<file path="src/rtl/bru_bht_resolve_if.sv">
// -----------------------------------------------------------------------------
// bru_bht_resolve_if
//
// Purpose: bundles the EX-stage branch request, the fetch-stage BHT lookup and
// the registered resolve result of bru_bht_resolve into one interface.
//
// Handshake: branch_valid is a qualifier with no ready. The unit accepts a
// branch on every clock edge where branch_valid=1 and flush=0. The result
// appears one cycle later with bru_valid=1 for exactly one cycle. bru_cancel
// and bru_wen are only ever high together with bru_valid. The data outputs
// (bru_taken, bru_target, bru_link_pc) are meaningful only while bru_valid=1,
// and hold their last value otherwise.
//
// Modports:
//   master : EX/fetch side. Drives the request and fetch_pc, and observes the
//            result.
//   slave  : the resolve unit. Consumes the request and produces
//            fetch_pred_taken plus all bru_* outputs.
//
// Parameters:
//   GRLEN        datapath / PC width (32 or 64); must match the unit's GRLEN.
//   BRU_CODE_BIT width of branch_op.
// -----------------------------------------------------------------------------
interface bru_bht_resolve_if #(
    parameter int GRLEN        = 32,
    parameter int BRU_CODE_BIT = 4
);
    // EX-stage request
    logic                    flush;
    logic                    branch_valid;
    logic [BRU_CODE_BIT-1:0] branch_op;
    logic [GRLEN-1:0]        branch_a;
    logic [GRLEN-1:0]        branch_b;
    logic [GRLEN-1:0]        branch_pc;
    logic [GRLEN-1:0]        branch_offset;
    logic                    pred_taken;
    logic [GRLEN-1:0]        pred_target;

    // Fetch-stage BHT lookup
    logic [GRLEN-1:0]        fetch_pc;
    logic                    fetch_pred_taken;

    // Registered resolve result
    logic                    bru_valid;
    logic                    bru_taken;
    logic [GRLEN-1:0]        bru_target;
    logic                    bru_cancel;
    logic [GRLEN-1:0]        bru_link_pc;
    logic                    bru_wen;

    modport master (
        output flush, branch_valid, branch_op, branch_a, branch_b,
               branch_pc, branch_offset, pred_taken, pred_target, fetch_pc,
        input  fetch_pred_taken, bru_valid, bru_taken, bru_target,
               bru_cancel, bru_link_pc, bru_wen
    );

    modport slave (
        input  flush, branch_valid, branch_op, branch_a, branch_b,
               branch_pc, branch_offset, pred_taken, pred_target, fetch_pc,
        output fetch_pred_taken, bru_valid, bru_taken, bru_target,
               bru_cancel, bru_link_pc, bru_wen
    );
endinterface

</file>
<file path="src/rtl/bru_bht_resolve.sv">
// -----------------------------------------------------------------------------
// bru_bht_resolve
//
// Purpose: registered branch resolution unit for the EX stage. It evaluates
// conditional branches, BL and JIRL, compares the outcome with the prediction
// carried from fetch, and raises a one-cycle cancel on a mispredict. It also
// owns a table of 2-bit saturating counters (the BHT): fetch reads it
// combinationally, and resolved conditional branches train it.
//
// Ports:
//   clk     clock
//   resetn  asynchronous active-low reset. It clears all bru_* outputs and
//           reloads every BHT counter with BHT_INIT.
//   bus     bru_bht_resolve_if.slave. It carries:
//             request : flush, branch_valid, branch_op, branch_a, branch_b,
//                       branch_pc, branch_offset, pred_taken, pred_target
//             lookup  : fetch_pc -> fetch_pred_taken (combinational)
//             result  : bru_valid, bru_taken, bru_target, bru_cancel,
//                       bru_link_pc, bru_wen (all registered, 1-cycle latency)
//
// Op encoding (branch_op):
//   1 EQZ, 2 NEZ, 3 EQ, 4 NE, 5 LT, 6 GE, 7 LTU, 8 GEU, 9 BL, 10 JR (JIRL).
//   Codes 1..8 are the conditional branches that train the BHT. Any other code
//   resolves as not taken, writes no link register and leaves the BHT alone.
//
// Parameters:
//   GRLEN        32 or 64; must match the interface instance.
//   BHT_ENTRIES  power of two in 4..256.
//   BHT_INIT     counter reset value (01 = weakly not-taken).
// -----------------------------------------------------------------------------
module bru_bht_resolve #(
    parameter int         GRLEN       = 32,
    parameter int         BHT_ENTRIES = 16,
    parameter logic [1:0] BHT_INIT    = 2'b01
) (
    input  logic             clk,
    input  logic             resetn,
    bru_bht_resolve_if.slave bus
);

    localparam int IDX = $clog2(BHT_ENTRIES);

    localparam logic [3:0] OP_EQZ = 4'd1;
    localparam logic [3:0] OP_NEZ = 4'd2;
    localparam logic [3:0] OP_EQ  = 4'd3;
    localparam logic [3:0] OP_NE  = 4'd4;
    localparam logic [3:0] OP_LT  = 4'd5;
    localparam logic [3:0] OP_GE  = 4'd6;
    localparam logic [3:0] OP_LTU = 4'd7;
    localparam logic [3:0] OP_GEU = 4'd8;
    localparam logic [3:0] OP_BL  = 4'd9;
    localparam logic [3:0] OP_JR  = 4'd10;

    // ------------------------------------------------------------------
    // Condition evaluation (combinational on the EX inputs)
    // ------------------------------------------------------------------
    logic a_is_zero;
    logic a_eq_b;
    logic signed_lt;
    logic unsigned_lt;

    assign a_is_zero   = (bus.branch_a == '0);
    assign a_eq_b      = (bus.branch_a == bus.branch_b);
    assign signed_lt   = ($signed(bus.branch_a) < $signed(bus.branch_b));
    assign unsigned_lt = (bus.branch_a < bus.branch_b);

    logic is_cond;     // op is one of EQZ..GEU
    logic is_link;     // op writes the link register (BL, JR)
    logic is_jr;       // target is register-relative
    logic cond_true;

    always_comb begin
        is_cond   = 1'b0;
        is_link   = 1'b0;
        is_jr     = 1'b0;
        cond_true = 1'b0;
        case (bus.branch_op)
            OP_EQZ: begin is_cond = 1'b1; cond_true = a_is_zero;    end
            OP_NEZ: begin is_cond = 1'b1; cond_true = !a_is_zero;   end
            OP_EQ:  begin is_cond = 1'b1; cond_true = a_eq_b;       end
            OP_NE:  begin is_cond = 1'b1; cond_true = !a_eq_b;      end
            OP_LT:  begin is_cond = 1'b1; cond_true = signed_lt;    end
            OP_GE:  begin is_cond = 1'b1; cond_true = !signed_lt;   end
            OP_LTU: begin is_cond = 1'b1; cond_true = unsigned_lt;  end
            OP_GEU: begin is_cond = 1'b1; cond_true = !unsigned_lt; end
            OP_BL:  begin is_link = 1'b1;                           end
            OP_JR:  begin is_link = 1'b1; is_jr = 1'b1;             end
            default: ;  // unknown op: not taken, no link, no training
        endcase
    end

    // BL and JR are unconditional, so "link" doubles as "always taken".
    logic act_taken;
    assign act_taken = is_cond ? cond_true : is_link;

    // ------------------------------------------------------------------
    // Target / link computation (modulo 2^GRLEN, no overflow detection)
    // ------------------------------------------------------------------
    logic [GRLEN-1:0] pc_plus4;
    logic [GRLEN-1:0] pc_rel_target;
    logic [GRLEN-1:0] jr_sum;
    logic [GRLEN-1:0] jr_target;
    logic [GRLEN-1:0] act_target;

    assign pc_plus4      = bus.branch_pc + GRLEN'(4);
    // PC-relative targets are based on the word-aligned PC.
    assign pc_rel_target = {bus.branch_pc[GRLEN-1:2], 2'b00} + bus.branch_offset;
    // JIRL clears the low two bits of the sum, not of the operand.
    assign jr_sum        = bus.branch_a + bus.branch_offset;
    assign jr_target     = jr_sum & {{(GRLEN-2){1'b1}}, 2'b00};

    always_comb begin
        act_target = pc_plus4;
        if (act_taken) begin
            act_target = is_jr ? jr_target : pc_rel_target;
        end
    end

    logic mispredict;
    assign mispredict = (act_taken != bus.pred_taken)
                     || (act_taken && (act_target != bus.pred_target));

    // A branch is accepted only on an unflushed valid cycle. The same condition
    // gates BHT training.
    logic accept;
    assign accept = bus.branch_valid && !bus.flush;

    // ------------------------------------------------------------------
    // Result registers
    // ------------------------------------------------------------------
    logic             valid_q;
    logic             taken_q;
    logic [GRLEN-1:0] target_q;
    logic             cancel_q;
    logic [GRLEN-1:0] link_q;
    logic             wen_q;

    always_ff @(posedge clk or negedge resetn) begin
        if (!resetn) begin
            valid_q  <= 1'b0;
            taken_q  <= 1'b0;
            target_q <= '0;
            cancel_q <= 1'b0;
            link_q   <= '0;
            wen_q    <= 1'b0;
        end else if (bus.flush) begin
            // A flush kills the strobes and the direction. Target and link
            // keep their old values because they are only read under bru_valid.
            // A cancel already on the outputs this cycle has been seen by
            // fetch, so clearing it at this edge retracts nothing.
            valid_q  <= 1'b0;
            taken_q  <= 1'b0;
            cancel_q <= 1'b0;
            wen_q    <= 1'b0;
        end else begin
            valid_q  <= bus.branch_valid;
            cancel_q <= bus.branch_valid && mispredict;
            wen_q    <= bus.branch_valid && is_link;
            if (bus.branch_valid) begin
                taken_q  <= act_taken;
                target_q <= act_target;
                link_q   <= pc_plus4;
            end
        end
    end

    assign bus.bru_valid   = valid_q;
    assign bus.bru_taken   = taken_q;
    assign bus.bru_target  = target_q;
    assign bus.bru_cancel  = cancel_q;
    assign bus.bru_link_pc = link_q;
    assign bus.bru_wen     = wen_q;

    // ------------------------------------------------------------------
    // Branch history table
    // ------------------------------------------------------------------
    logic [1:0]     bht_q [BHT_ENTRIES];
    logic [IDX-1:0] wr_idx;
    logic [IDX-1:0] rd_idx;

    assign wr_idx = bus.branch_pc[IDX+1:2];
    assign rd_idx = bus.fetch_pc[IDX+1:2];

    always_ff @(posedge clk or negedge resetn) begin
        if (!resetn) begin
            for (int i = 0; i < BHT_ENTRIES; i++) begin
                bht_q[i] <= BHT_INIT;
            end
        end else if (accept && is_cond) begin
            if (act_taken) begin
                if (bht_q[wr_idx] != 2'b11) begin
                    bht_q[wr_idx] <= bht_q[wr_idx] + 2'd1;
                end
            end else begin
                if (bht_q[wr_idx] != 2'b00) begin
                    bht_q[wr_idx] <= bht_q[wr_idx] - 2'd1;
                end
            end
        end
    end

    // The lookup reads the registered counter. An update at the coming edge
    // is therefore not visible until the following cycle.
    assign bus.fetch_pred_taken = bht_q[rd_idx][1];

    // Only the index slice of fetch_pc selects an entry.
    logic unused_fetch_bits;
    assign unused_fetch_bits = ^{bus.fetch_pc[GRLEN-1:IDX+2], bus.fetch_pc[1:0]};

endmodule

</file>
<file path="src/flat_wrapper.sv">
// flat-port wrapper written by rule: the top's interface ports become plain ports
module bru_bht_resolve_flat 
#(
    parameter int         GRLEN       = 32,
    parameter int         BHT_ENTRIES = 16,
    parameter logic [1:0] BHT_INIT    = 2'b01
)
  (clk, resetn, bus_flush, bus_branch_valid, bus_branch_op, bus_branch_a, bus_branch_b, bus_branch_pc, bus_branch_offset, bus_pred_taken, bus_pred_target, bus_fetch_pc, bus_fetch_pred_taken, bus_bru_valid, bus_bru_taken, bus_bru_target, bus_bru_cancel, bus_bru_link_pc, bus_bru_wen);
  bru_bht_resolve_if #(.GRLEN(GRLEN), .BRU_CODE_BIT(4)) bus_i ();
  input  logic clk;
  input  logic resetn;
  input wire logic [$bits(bus_i.flush)-1:0] bus_flush;
  input wire logic [$bits(bus_i.branch_valid)-1:0] bus_branch_valid;
  input wire logic [$bits(bus_i.branch_op)-1:0] bus_branch_op;
  input wire logic [$bits(bus_i.branch_a)-1:0] bus_branch_a;
  input wire logic [$bits(bus_i.branch_b)-1:0] bus_branch_b;
  input wire logic [$bits(bus_i.branch_pc)-1:0] bus_branch_pc;
  input wire logic [$bits(bus_i.branch_offset)-1:0] bus_branch_offset;
  input wire logic [$bits(bus_i.pred_taken)-1:0] bus_pred_taken;
  input wire logic [$bits(bus_i.pred_target)-1:0] bus_pred_target;
  input wire logic [$bits(bus_i.fetch_pc)-1:0] bus_fetch_pc;
  output wire logic [$bits(bus_i.fetch_pred_taken)-1:0] bus_fetch_pred_taken;
  output wire logic [$bits(bus_i.bru_valid)-1:0] bus_bru_valid;
  output wire logic [$bits(bus_i.bru_taken)-1:0] bus_bru_taken;
  output wire logic [$bits(bus_i.bru_target)-1:0] bus_bru_target;
  output wire logic [$bits(bus_i.bru_cancel)-1:0] bus_bru_cancel;
  output wire logic [$bits(bus_i.bru_link_pc)-1:0] bus_bru_link_pc;
  output wire logic [$bits(bus_i.bru_wen)-1:0] bus_bru_wen;
  assign bus_i.flush = bus_flush;
  assign bus_i.branch_valid = bus_branch_valid;
  assign bus_i.branch_op = bus_branch_op;
  assign bus_i.branch_a = bus_branch_a;
  assign bus_i.branch_b = bus_branch_b;
  assign bus_i.branch_pc = bus_branch_pc;
  assign bus_i.branch_offset = bus_branch_offset;
  assign bus_i.pred_taken = bus_pred_taken;
  assign bus_i.pred_target = bus_pred_target;
  assign bus_i.fetch_pc = bus_fetch_pc;
  assign bus_fetch_pred_taken = bus_i.fetch_pred_taken;
  assign bus_bru_valid = bus_i.bru_valid;
  assign bus_bru_taken = bus_i.bru_taken;
  assign bus_bru_target = bus_i.bru_target;
  assign bus_bru_cancel = bus_i.bru_cancel;
  assign bus_bru_link_pc = bus_i.bru_link_pc;
  assign bus_bru_wen = bus_i.bru_wen;
  bru_bht_resolve #(.GRLEN(GRLEN), .BHT_ENTRIES(BHT_ENTRIES), .BHT_INIT(BHT_INIT)) u_core (.clk(clk), .resetn(resetn), .bus(bus_i));
endmodule
</file>
<file path="config.mk">
export PLATFORM = sky130hd
export DESIGN_NAME = bru_bht_resolve_flat
export DESIGN_NICKNAME = d
export VERILOG_FILES = /design/src/rtl/bru_bht_resolve_if.sv /design/src/rtl/bru_bht_resolve.sv /design/src/flat_wrapper.sv
export SDC_FILE = /design/constraint.sdc
export NUM_CORES = 1
export LEC_CHECK = 0
export ABC_AREA = 1
export CAP_MARGIN = 20
export CELL_PAD_IN_SITES_DETAIL_PLACEMENT = 0
export CELL_PAD_IN_SITES_GLOBAL_PLACEMENT = 2
export CORE_ASPECT_RATIO = 1.4
export CORE_UTILIZATION = 26
export CTS_CLUSTER_DIAMETER = 150
export DETAILED_ROUTE_END_ITERATION = 12
export PLACE_DENSITY_LB_ADDON = 0.05
export SETUP_SLACK_MARGIN = 0.2
export SYNTH_ARGS = -nofsm -noshare
export SYNTH_HDL_FRONTEND = slang
export SYNTH_SLANG_ARGS = --single-unit
</file>
<file path="constraint.sdc">
create_clock -name clk -period 2.8 [get_ports clk]
set_clock_uncertainty 0.05 [all_clocks]
set_input_delay 0.28 -clock clk [delete_from_list [all_inputs] [get_ports clk]]
set_output_delay 0.28 -clock clk [all_outputs]
set_load 0.1 [all_outputs]
</file>
==> run metrics <==
outcome=complete, but fails checks; failing checks=setup timing; EDFF count, synth=0; Routed WL=~53000 um; most frequent cells in the layout=buf_4 (532), nand2_1 (445), inv_1 (171); pin count of the biggest net entering global routing=96; Final #Nets=approximately 2800; DR pass1 iterations=6; Synth top area share=0.188; syn_area_per_cell=6.11 um2; startpoint types=primary input; Worst Hold Path EP=u_core.bus.bru_link_pc[2]; post-route minimum period=2.83 ns; Max Fclk=354 MHz; area grow syn2layout=78.9%; number of synthesized register bits=100; Antenna Nets Post-Route=0; DP Wirelength=roughly 44000 um; final setup violation count=5; leakage=approximately 9.8 nW; Max-Cap Viols=0; vias in the first global route=14818; maximum vdd drop=0.370 mV; crit share post-route=1.01; GR Util All Layers=0.239; global-route wire length before repair=79500 um; Port Buffers=241; Vias=14523; H-tree Lvls=3; CP max FO=4; ys flop type=dfrtp_1; commonest non-fill, non-tap cell in the layout=buf_4; Setup crit start=bus_branch_offset[11]; routed len/inst=17.0 um; Post-Synthesis Cells=between 1500 and 2000; area occupied by registers=~2500 um2; max_slew headroom=0.453; hold slack final=0.345 ns; HP Class=in -> reg; layout cell share with drive strength beyond 1=0.407; post-route insts no fill=3092; diode count=0; Synth area leaders=dfrtp_1 (19%), nand2_1 (18%), ha_1 (11%), inv_1 (7.0%), nand3_1 (7.0%); final setup margin=-0.0253 ns; area leader, netlist=dfrtp_1; starting density of the core=0.265; RSZ-0062 raised after global routing=true; Worst Path Arrival=about 3.0 ns; Reg2Reg Depth=15; Slew @ Worst Pin=between 0.8 and 0.9 ns; Final Power=0.00833 W; area of the multi-input gates=roughly 9700 um2; Die Y=approximately 250 um; Core ar.=between 40000 and 50000 um2; worst hold start=bus_branch_pc[2]; sequential share of the synthesized area=0.225; final hold viol count=0; fill count=around 4400; Crit Path Category=in -> reg; grt ovf=0; Mapped Nets=2132; Ys Warns=0; hold path depth=3; ys async rst share=1.00; # IOs=270; clock latency on the worst-skew pair=around 0.36 ns; Crit. End Element=flop; Reg2Reg Setup Slack=approximately 0.36 ns; CP Data Required Time=between 2 and 3 ns; r2r endpoint=u_core.bht_q[7]; CTS tree=yes; synthesized area=between 10000 and 15000 um2; Die W=~180 um; clock slew at reported path FFs=0.08 ns; row count=89; Netlist cell types=45; Via density=roughly 4.7; die area=about 44000 um2; CTS max path bufs=2; drt drc=0; Pins Over Slew Limit=0; Num Clock Sinks=100; antenna violations before repair=0; cts bufs inserted=9; GP Congestion=just under 0.9; 1st-iter DRT viols=623; clock root buffer=clkbuf_16; PwrDens=416 nW/um2; Inst Count DP=3042
-- cells by family after synthesis --
group | after synthesis | synth area share
DFF | 100 | 0.225
and+or+nand+nor | 1005 | 0.387
xor gates and xnor gates | 31 | 0.0242
adders and majority gates | 98 | 0.110
AOI/OAI and AO/OA | 342 | 0.162
buffers and inverters | 252 | 0.0870
muxes | 5 | 0.00447
-- cells in the mapped netlist, types with 16 or more instances --
cell type,instances
nand2_1,539
inv_1,210
nor2_1,195
nand3_1,156
o21ai_0,147
a21oi_1,117
ha_1,97
dfrtp_1,84
clkbuf_1,29
nand3b_1,27
o21ai_1,27
nand4_1,26
nor3_1,21
xor2_1,20
a31oi_1,16
dfstp_2,16
-- report_power, final --
group	internal [W]	switching (W)
logic	0.00198	0.00310
clock network	0.000817	0.000600
registers	0.00169	0.000145
total	0.00449	0.00384
-- worst max path at each step --
stage | to | slack [ns] | cells after the start
2_1_floorplan | bus_fetch_pred_taken | 0.21 | 4
3_3_place_gp | u_core.bus.bru_cancel | -1.07 | 26
3_5_place_dp | u_core.bus.bru_cancel | -1.04 | 26
4_1_cts | u_core.bus.bru_cancel | -0.14 | 21
5_1_grt | u_core.bus.bru_cancel | -0.18 | 26
6_report | u_core.bus.bru_cancel | -0.03 | 19
-- through the flow --
stage,area [um2],setup TNS [ns],setup slack (ns),utilization
6_report,20000,-0.0582,-0.0253,0.473
5_1_grt,20000,-3.23,-0.180,0.473
4_1_cts,19500,-0.138,-0.138,0.461
3_5_place_dp,17500,-46.58,-1.04,0.414
3_3_place_gp,17500,-46.03,-1.07,0.414
2_1_floorplan,11200,0,0.214,-
-- routing by layer --
layer  routed length, um  up-vias  GRT usage  part of all wire
met5                   0        -          0                 0
met3                1490       66     0.0165             0.028
met2               27900      296      0.461              0.53
li1                    -     7496          -                 -
met4                1710        0     0.0835             0.032
met1               21500     6665      0.271              0.41
-- cell type report --
class | instances | share of cell area
clock buffers | 10 | 0.0119
clock inverters | 6 | 0.00456
inverters | 214 | 0.0414
multi-input cells | 1481 | 0.483
flip-flops and latches | 100 | 0.126
well taps | 546 | 0.0341
repair buffers | 734 | 0.298
repair inverters | 1 | 0.000812
-- repair_timing --
item | CTS | global route
pin swaps | 128 | 57
endpoints found under the hold margin | 23 | 0
gates resized for setup | 647 | 167
hold buffers | 1 | 0
gates cloned | 4 | 0
setup endpoints to repair | 72 | 56
buffers inserted | 22 | 7
-- worst max-delay path, cell delays in order --
cell and delay [ns]:
clkdlybuf4s15_1 0.33, ha_4 0.33, a21oi_1 0.24, o21ai_1 0.19, o21ai_1 0.26, nand3_1 0.18
nand2_1 0.13, nand3_1 0.07, nand2_1 0.06, nand3_1 0.13, nand3_1 0.15, nand2_1 0.10
nand2_1 0.07, nand2_1 0.06, a21oi_2 0.09, buf_4 0.12, nand3_1 0.08, nor2_1 0.11
nor2_1 0.05
(Power assumes the default switching activity.)
